<file path="src/rtl/sram_port_arbiter.sv">
// Shares one single-ported SRAM between instruction-fetch and load/store ports; every access is grant -> ACCESS -> RESP, with done 2 cycles after the request is seen in IDLE.
// There is no ready handshake: a requester holds req until its done pulse and sees stall until then. The data port normally wins; the instruction port wins after waiting STARVE_LIM cycles.
module sram_port_arbiter #(
  parameter int ADDR_W     = 14,
  parameter int DATA_W     = 32,
  parameter int STARVE_LIM = 4
) (
  input  logic                  clk,
  input  logic                  rst,
  input  logic                  i_req,
  input  logic [ADDR_W-1:0]     i_addr,
  output logic [DATA_W-1:0]     i_rdata,
  output logic                  i_done,
  input  logic                  d_req,
  input  logic [DATA_W/8-1:0]   d_web,
  input  logic [ADDR_W-1:0]     d_addr,
  input  logic [DATA_W-1:0]     d_di,
  output logic [DATA_W-1:0]     d_rdata,
  output logic                  d_done,
  output logic                  stall,
  output logic                  m_cs,
  output logic                  m_oe,
  output logic [DATA_W/8-1:0]   m_web,
  output logic [ADDR_W-1:0]     m_addr,
  output logic [DATA_W-1:0]     m_di,
  input  logic [DATA_W-1:0]     m_do
);
  localparam int WAIT_W = $clog2(STARVE_LIM + 1);
  localparam logic [WAIT_W-1:0] LIM = WAIT_W'(STARVE_LIM);

  typedef enum logic [1:0] {IDLE, ACCESS, RESP} state_t;

  state_t            state;
  logic              own;
  logic [WAIT_W-1:0] i_wait;

  logic i_elig, d_elig, grant_i, grant_d, i_busy;

  // The port completing in RESP still holds req that cycle, so it must not re-win.
  always_comb begin
    i_elig  = i_req && !(state == RESP && !own);
    d_elig  = d_req && !(state == RESP && own);
    grant_i = (state != ACCESS) && i_elig && ((i_wait >= LIM) || !d_elig);
    grant_d = (state != ACCESS) && d_elig && !grant_i;
    i_busy  = (state != IDLE) && !own;
  end

  always_ff @(posedge clk or posedge rst) begin
    if (rst) begin
      state  <= IDLE;
      own    <= 1'b0;
      i_wait <= '0;
      i_done <= 1'b0;
      d_done <= 1'b0;
      m_cs   <= 1'b0;
      m_oe   <= 1'b0;
      m_web  <= '1;
      m_addr <= '0;
      m_di   <= '0;
    end else begin
      i_done <= 1'b0;
      d_done <= 1'b0;
      m_cs   <= 1'b0;
      m_oe   <= 1'b0;
      m_web  <= '1;
      m_addr <= '0;
      m_di   <= '0;
      if (state == ACCESS) begin
        state  <= RESP;
        i_done <= !own;
        d_done <= own;
      end else if (grant_i || grant_d) begin
        state <= ACCESS;
        own   <= grant_d;
        m_cs  <= 1'b1;
        if (grant_d) begin
          m_addr <= d_addr;
          m_web  <= d_web;
          m_di   <= d_di;
          m_oe   <= (d_web == '1);
        end else begin
          m_addr <= i_addr;
          m_oe   <= 1'b1;
        end
      end else begin
        state <= IDLE;
      end
      if (grant_i)
        i_wait <= '0;
      else if (i_req && !i_busy && i_wait < LIM)
        i_wait <= i_wait + 1'b1;
    end
  end

  // Read data from the macro is returned the cycle after the access, which is RESP.
  assign i_rdata = m_do;
  assign d_rdata = m_do;
  assign stall   = (i_req && !i_done) || (d_req && !d_done);

  a_req_held: assert property (@(posedge clk) disable iff (rst)
    (state == ACCESS) |-> (own ? d_req : i_req));
endmodule
</file>
<file path="config.mk">
export PLATFORM = sky130hd
export DESIGN_NAME = sram_port_arbiter
export DESIGN_NICKNAME = d
export VERILOG_FILES = /design/src/rtl/sram_port_arbiter.sv
export SDC_FILE = /design/constraint.sdc
export NUM_CORES = 1
export LEC_CHECK = 0
export CORE_AREA = 2 2 91 93
export DETAILED_ROUTE_END_ITERATION = 8
export DIE_AREA = 0 0 93 95
export GPL_TIMING_DRIVEN = 0
export PLACE_DENSITY = 0.86
export SYNTH_ARGS = -nofsm -noshare
export SYNTH_HDL_FRONTEND = slang
export SYNTH_SLANG_ARGS = --single-unit
</file>
<file path="constraint.sdc">
create_clock -name clk -period 3.6 [get_ports clk]
set_input_delay 0.72 -clock clk [delete_from_list [all_inputs] [get_ports clk]]
set_output_delay 0.72 -clock clk [all_outputs]
set_load 0.05 [all_outputs]
</file>
==> flow_summary.toml, run 1 <==
[synthesis]
syn_nets = 347
postSynthAreaPerCell_sq_um = 10.9
synth_xor_area_share_pct = 0.652
synth_fa_ha_area_share_pct = 0.466
netlist.area_leader.share_pct = 51.2
ys_ff_latch = 59
synth_compound_area_share_pct = 5.03
ys_seq_area_share_pct = 55.1
synth-main-ff-cell = "dfrtp_1"
syn-cell-area_sq_um = 2690
synthTopCellsByCount = "66 x buf_4, 55 x dfrtp_1, 33 x and2_1, 28 x nand2_1, 12 x o21ai_1"
yosysMostFrequentCell = "buf_4"
synth_top_area_cell = "dfrtp_1"
synth_top_family_by_area = "buffers and inverters"
synthCells = 246
yosys.area_share.simple_pct = 17.6
synthMuxAreaShare_pct = 0.373
synth.top_cells.by_area = "dfrtp_1 51%, buf_4 18%, and2_1 7.7%"
ys_types = 35
yosys_warnings = 0
synth_edf_count = 0
async_flop_share_pct = 100

[clock_network]
cts_made_buffers = 9
clock_path_buffers = 2
cts_resized = 0
cts.reportedPaths.clkPinSlew_ns = 0.06
tritoncts = "built"
h-tree-depth = 3
cts_num_sinks = 59
cts_setup_buffers = 0
clock_latency_ns = 0.32
ctsHoldBuffers = 0
cts-root-buf = "clkbuf_8"

[floorplanning]
design.core.area_sq_um = 7930
die_x_um = 93
rows = 33
die_y_um = 95
start_util_pct = 33.9
dieArea_sq_um = 8840
io_pins = 219

[layout]
drive_above_1_share_pct = 22.7
fill_cells = 618
diodes = 0
area_delta_synth_final_pct = 81.6
postLayoutCoreUtil_pct = 61.6
final_cell_area_sq_um = 4880
final_cells = 554
fin_nets = 545

[setup_path]
worstPathMaxFanout = 7
worst_path_largest_cell_delay_ns = 0.82
end_kind = "output port"
path_cells = "clkdlybuf4s50_1, inv_1, o22ai_1, clkdlybuf4s50_1"
cp_num_buf_inv = 3
crit_type = "primary input to output port"
crit_path_frequent_cell = "clkdlybuf4s50_1"
worst_ep_required_time_ns = 2.88
cp-start-kind = "primary input"
crit_slowest_cell = "clkdlybuf4s50_1"
critPathTopFamily = "buffers and inverters"
arrival_ns = 2.41

[pwr]
power.density_nw_per_um2 = 714
p_int_mw = 1.89
switching_share_pct = 45.8
p_switching_mw = 1.60
power_mw = 3.49
irDropWorstVdd_uv = 232
clockPowerShare_pct = 15.1
comb_power_share_pct = 56.9
seqPwrFrac_pct = 28.0
leakage_nw = 2.21

[global_routing]
use_met1_pct = 18.4
use_met2_pct = 31.6
track_usage_pct = 17.8
grt_max_degree = 33
grt_remaining_overflow = 0
grt_first_pass_wirelength_um = 12000
grt_pass1_vias = 2467
antenna_found_initial = 0
grt-busiest-layer = "met2"
met3_usage_pct = 8.62

[placement]
globalplace.congestion = 0.802
hpwl_um = 6420
port_buffers = 186
placed_cells = 538
place_ws_ns = 0.479
dpl-instance-area_sq_um = 4700

[sta]
fin_skew_ns = 0.00717
setup_viol_count_final = 0
setup_tns_ns = 0
maxSlewHeadroom_pct = 59.2
slew_violations = 0
finalHoldViolations = 0
worst_slew_pin_slew_ns = 0.612
fin_crit_sh_pct = 86.8
fin_crit_ns = 3.13
fin_ws_ns = 0.474
holdWs_ns = 0.556
rsz0062_at_grt = "false"
fmax_mhz = 320

[hold_path]
hold_path.class = "flip-flop to flip-flop"

[route]
drc = 0
first_pass_iters = 4
ant_nets = 0
wl_um = 7870
vias = 2340
drtIter0Drc = 49
wl_per_cell_um = 14.2
via_per_inst = 4.22

[run_status]
outcome = "finished, final reports clean"

[job]
cap_violations = 0
==> cell type report <==
cell class	count	area, sq um	area share [%]
Timing Repair Buffer	187	1880	38.6
Sequential cell	59	1480	30.4
Multi-Input combinational cell	110	647	13.3
Buffer	73	543	11.1
Clock buffer	12	155	3.18
Tap cell	105	131	2.69
Clock inverter	4	25.0	0.513
Inverter	4	15.0	0.308
==> worst paths after layout <==
kind,startpoint,to,slack (ns),depth (start not counted)
min in group asynchronous,rst,m_di[16],0.80,2
min reg2reg,i_wait[1],i_wait[1],0.56,2
max,i_req,stall,0.47,4
max reg2reg,state[0],m_di[25],1.98,6
max in group asynchronous,rst,m_web[3],2.15,3
min,i_wait[1],i_wait[1],0.56,2
==> power groups by stage <==
stage	clock (mW)	sequential (mW)	combinational, mW
floorplan	0	1.67	0.641
global placement	0	0.981	1.96
detailed placement	0	0.991	1.99
CTS	0.543	0.980	2.00
global route	0.577	1.00	2.10
finish	0.528	0.975	1.98
==> tightest hold or removal path: cells and delay by family, from the launching register on <==
| kind | cells | cell delay, ns |
|---|---|---|
| DFF | 1 | 0.36 |
| muxes | 1 | 0.08 |
| and+or+nand+nor | 1 | 0.08 |
==> cell families (layout without fill, tap and decap cells) <==
logic type / after synthesis / count (layout)
multiplexers: 1 / 1
buffers and inverters: 77 / 280
AO/OA/AOI/OAI: 23 / 23
flip-flops: 59 / 59
XOR/XNOR: 2 / 2
AND/OR/NAND/NOR: 83 / 83
adder cells (fa/ha/maj): 1 / 1
==> per-layer routing <==
| layer | share of wire, % | vias to the layer above |
|---|---|---|
| li1 | - | 1110 |
| met1 | 36 | 1068 |
| met2 | 50 | 152 |
| met3 | 12 | 10 |
| met4 | 1.5 | 0 |
| met5 | 0 | - |
==> cells in the final DEF (no fill, tap or decap), drive strengths merged, types with 2 or more instances in the layout <==
master,n
inv,4
nor2,6
nand2,28
clkinvlp,2
o21ai,15
nand3b,2
clkbuf,15
clkinv,2
dfstp,4
clkdlybuf4s50,186
a21oi,3
nand2b,5
dfrtp,55
and2,34
buf,71
==> state kept, by name, indices dropped and copies added (netlist names), 2 cells and up <==
signal and count:
m_di 32, m_addr 14, state 2, i_wait 3
m_web 4
No activity file was read; power rests on OpenSTA's default activity.
==> run 2: changes to the inputs <==
--- a/config.mk
+++ b/config.mk
@@ -9,6 +9,7 @@
 export DETAILED_ROUTE_END_ITERATION = 8
 export DIE_AREA = 0 0 93 95
 export GPL_TIMING_DRIVEN = 0
+export MAX_ROUTING_LAYER = met4
 export PLACE_DENSITY = 0.86
 export SYNTH_ARGS = -nofsm -noshare
 export SYNTH_HDL_FRONTEND = slang
==> run 2 against run 1 <==
Combinational power about the same. Power about the same. Core utilization unchanged. Design area did not move. Sequential cell count unchanged. Critical endpoint unchanged. Largest cell class unchanged.
==> flow_summary.toml, run 2 (same netlist as run 1, synthesis figures left out) <==
[setup_path]
worst_path_largest_cell_delay_ns = 0.82
end_kind = "output port"
cp_num_buf_inv = 3
crit_type = "primary input to output port"
arrival_ns = 2.41
path_cells = "clkdlybuf4s50_1, inv_1, o22ai_1, clkdlybuf4s50_1"
crit_path_frequent_cell = "clkdlybuf4s50_1"
worstPathMaxFanout = 7
crit_slowest_cell = "clkdlybuf4s50_1"
worst_ep_required_time_ns = 2.88
cp-start-kind = "primary input"
critPathTopFamily = "buffers and inverters"

[global_routing]
grt_first_pass_wirelength_um = 12000
use_met2_pct = 31.6
track_usage_pct = 18.4
met3_usage_pct = 6.94
grt_pass1_vias = 2463
grt_max_degree = 33
grt-busiest-layer = "met2"
grt_remaining_overflow = 0
use_met1_pct = 19.8
antenna_found_initial = 0

[floorplanning]
die_y_um = 95
die_x_um = 93
design.core.area_sq_um = 7930
rows = 33
io_pins = 219
start_util_pct = 33.9
dieArea_sq_um = 8840

[layout]
layout.cells.most_common = "clkdlybuf4s50_1"
fill_cells = 618
multi_input_area_sq_um = 647
diodes = 0
area_delta_synth_final_pct = 81.6
reg_top3 = "m_di (32), m_addr (14), m_web (4)"
seqCellArea_sq_um = 1480
largest_register = "m_di"
fin_nets = 545
layout_common_cells = "186 x clkdlybuf4s50_1, 66 x buf_4, 55 x dfrtp_1"
largest_reg_flops = 32
drive_above_1_share_pct = 22.7
postLayoutCoreUtil_pct = 61.6

[clock_network]
cts_resized = 0
cts_made_buffers = 9
cts_num_sinks = 59
h-tree-depth = 3
cts_setup_buffers = 0
cts-root-buf = "clkbuf_8"
cts.reportedPaths.clkPinSlew_ns = 0.06
tritoncts = "built"
ctsHoldBuffers = 0
clock_latency_ns = 0.32
clock_path_buffers = 2

[run_status]
outcome = "finished, final reports clean"

[sta]
rsz0062_at_grt = "false"
finalHoldViolations = 0
maxSlewHeadroom_pct = 59.3
worst_slew_pin_slew_ns = 0.610
setup_viol_count_final = 0
fmax_mhz = 320
fin_crit_ns = 3.13
fin_skew_ns = 0.00828
fin_crit_sh_pct = 86.8
fin_ws_ns = 0.473
holdWs_ns = 0.556
setup_tns_ns = 0
slew_violations = 0

[pwr]
power.density_nw_per_um2 = 714
irDropWorstVdd_uv = 232
power_mw = 3.49
leakage_nw = 2.21

[route]
drc = 0
first_pass_iters = 6
ant_nets = 0
wl_um = 7880
via_per_inst = 4.21
wl_per_cell_um = 14.2
vias = 2331
drtIter0Drc = 66

[placement]
globalplace.congestion = 0.813
hpwl_um = 6420
port_buffers = 186
place_ws_ns = 0.479

[job]
cap_violations = 0

[hold_path]
hold_path.class = "flip-flop to flip-flop"
[run 2: cell counts in the layout (fill, tap and decap cells not counted)]
Identical to the previous run, type by type.
[run 2: power by group]
group / total, mW / internal [mW] / switching, mW
Sequential: 0.975 / 0.887 / 0.0884
Clock: 0.527 / 0.285 / 0.242
Combinational: 1.98 / 0.717 / 1.27
[run 2: path summary, 6_finish.rpt]
path	start	endpoint	slack (ns)	cells after the start
max	i_req	stall	0.47	4
min	i_wait[1]	i_wait[1]	0.56	2
max reg2reg	state[0]	m_di[25]	1.99	6
min reg2reg	i_wait[1]	i_wait[1]	0.56	2
max in group asynchronous	rst	m_web[3]	2.15	3
min in group asynchronous	rst	m_di[15]	0.81	2
[run 2: final cells by class]
| cell class | instances | area share [%] |
|---|---|---|
| inverter | 4 | 0.308 |
| tap | 105 | 2.69 |
| clock buffer | 12 | 3.18 |
| buffer | 73 | 11.1 |
| sequential | 59 | 30.4 |
| timing repair buffer | 187 | 38.6 |
| clock inverter | 4 | 0.513 |
| multi-input combinational | 110 | 13.3 |
[run 2: stage by stage]
step,cell area [sq um],std cells
3_5_place_dp,4700,538
4_1_cts,4880,554
2_1_floorplan,2690,246
5_1_grt,4880,554
6_report,4880,554
3_3_place_gp,4680,537
[run 2: routing by layer]
metal,vias up,part of all wire [%]
li1,1109,-
met1,1066,39
met2,149,50
met3,7,9.9
met4,0,1.1
met5,-,0
[run 2: tightest hold or removal path, cell delays in order, from the launching register on]
cell and delay (ns):
dfrtp_1 0.36, mux2i_1 0.08, nor2_1 0.08
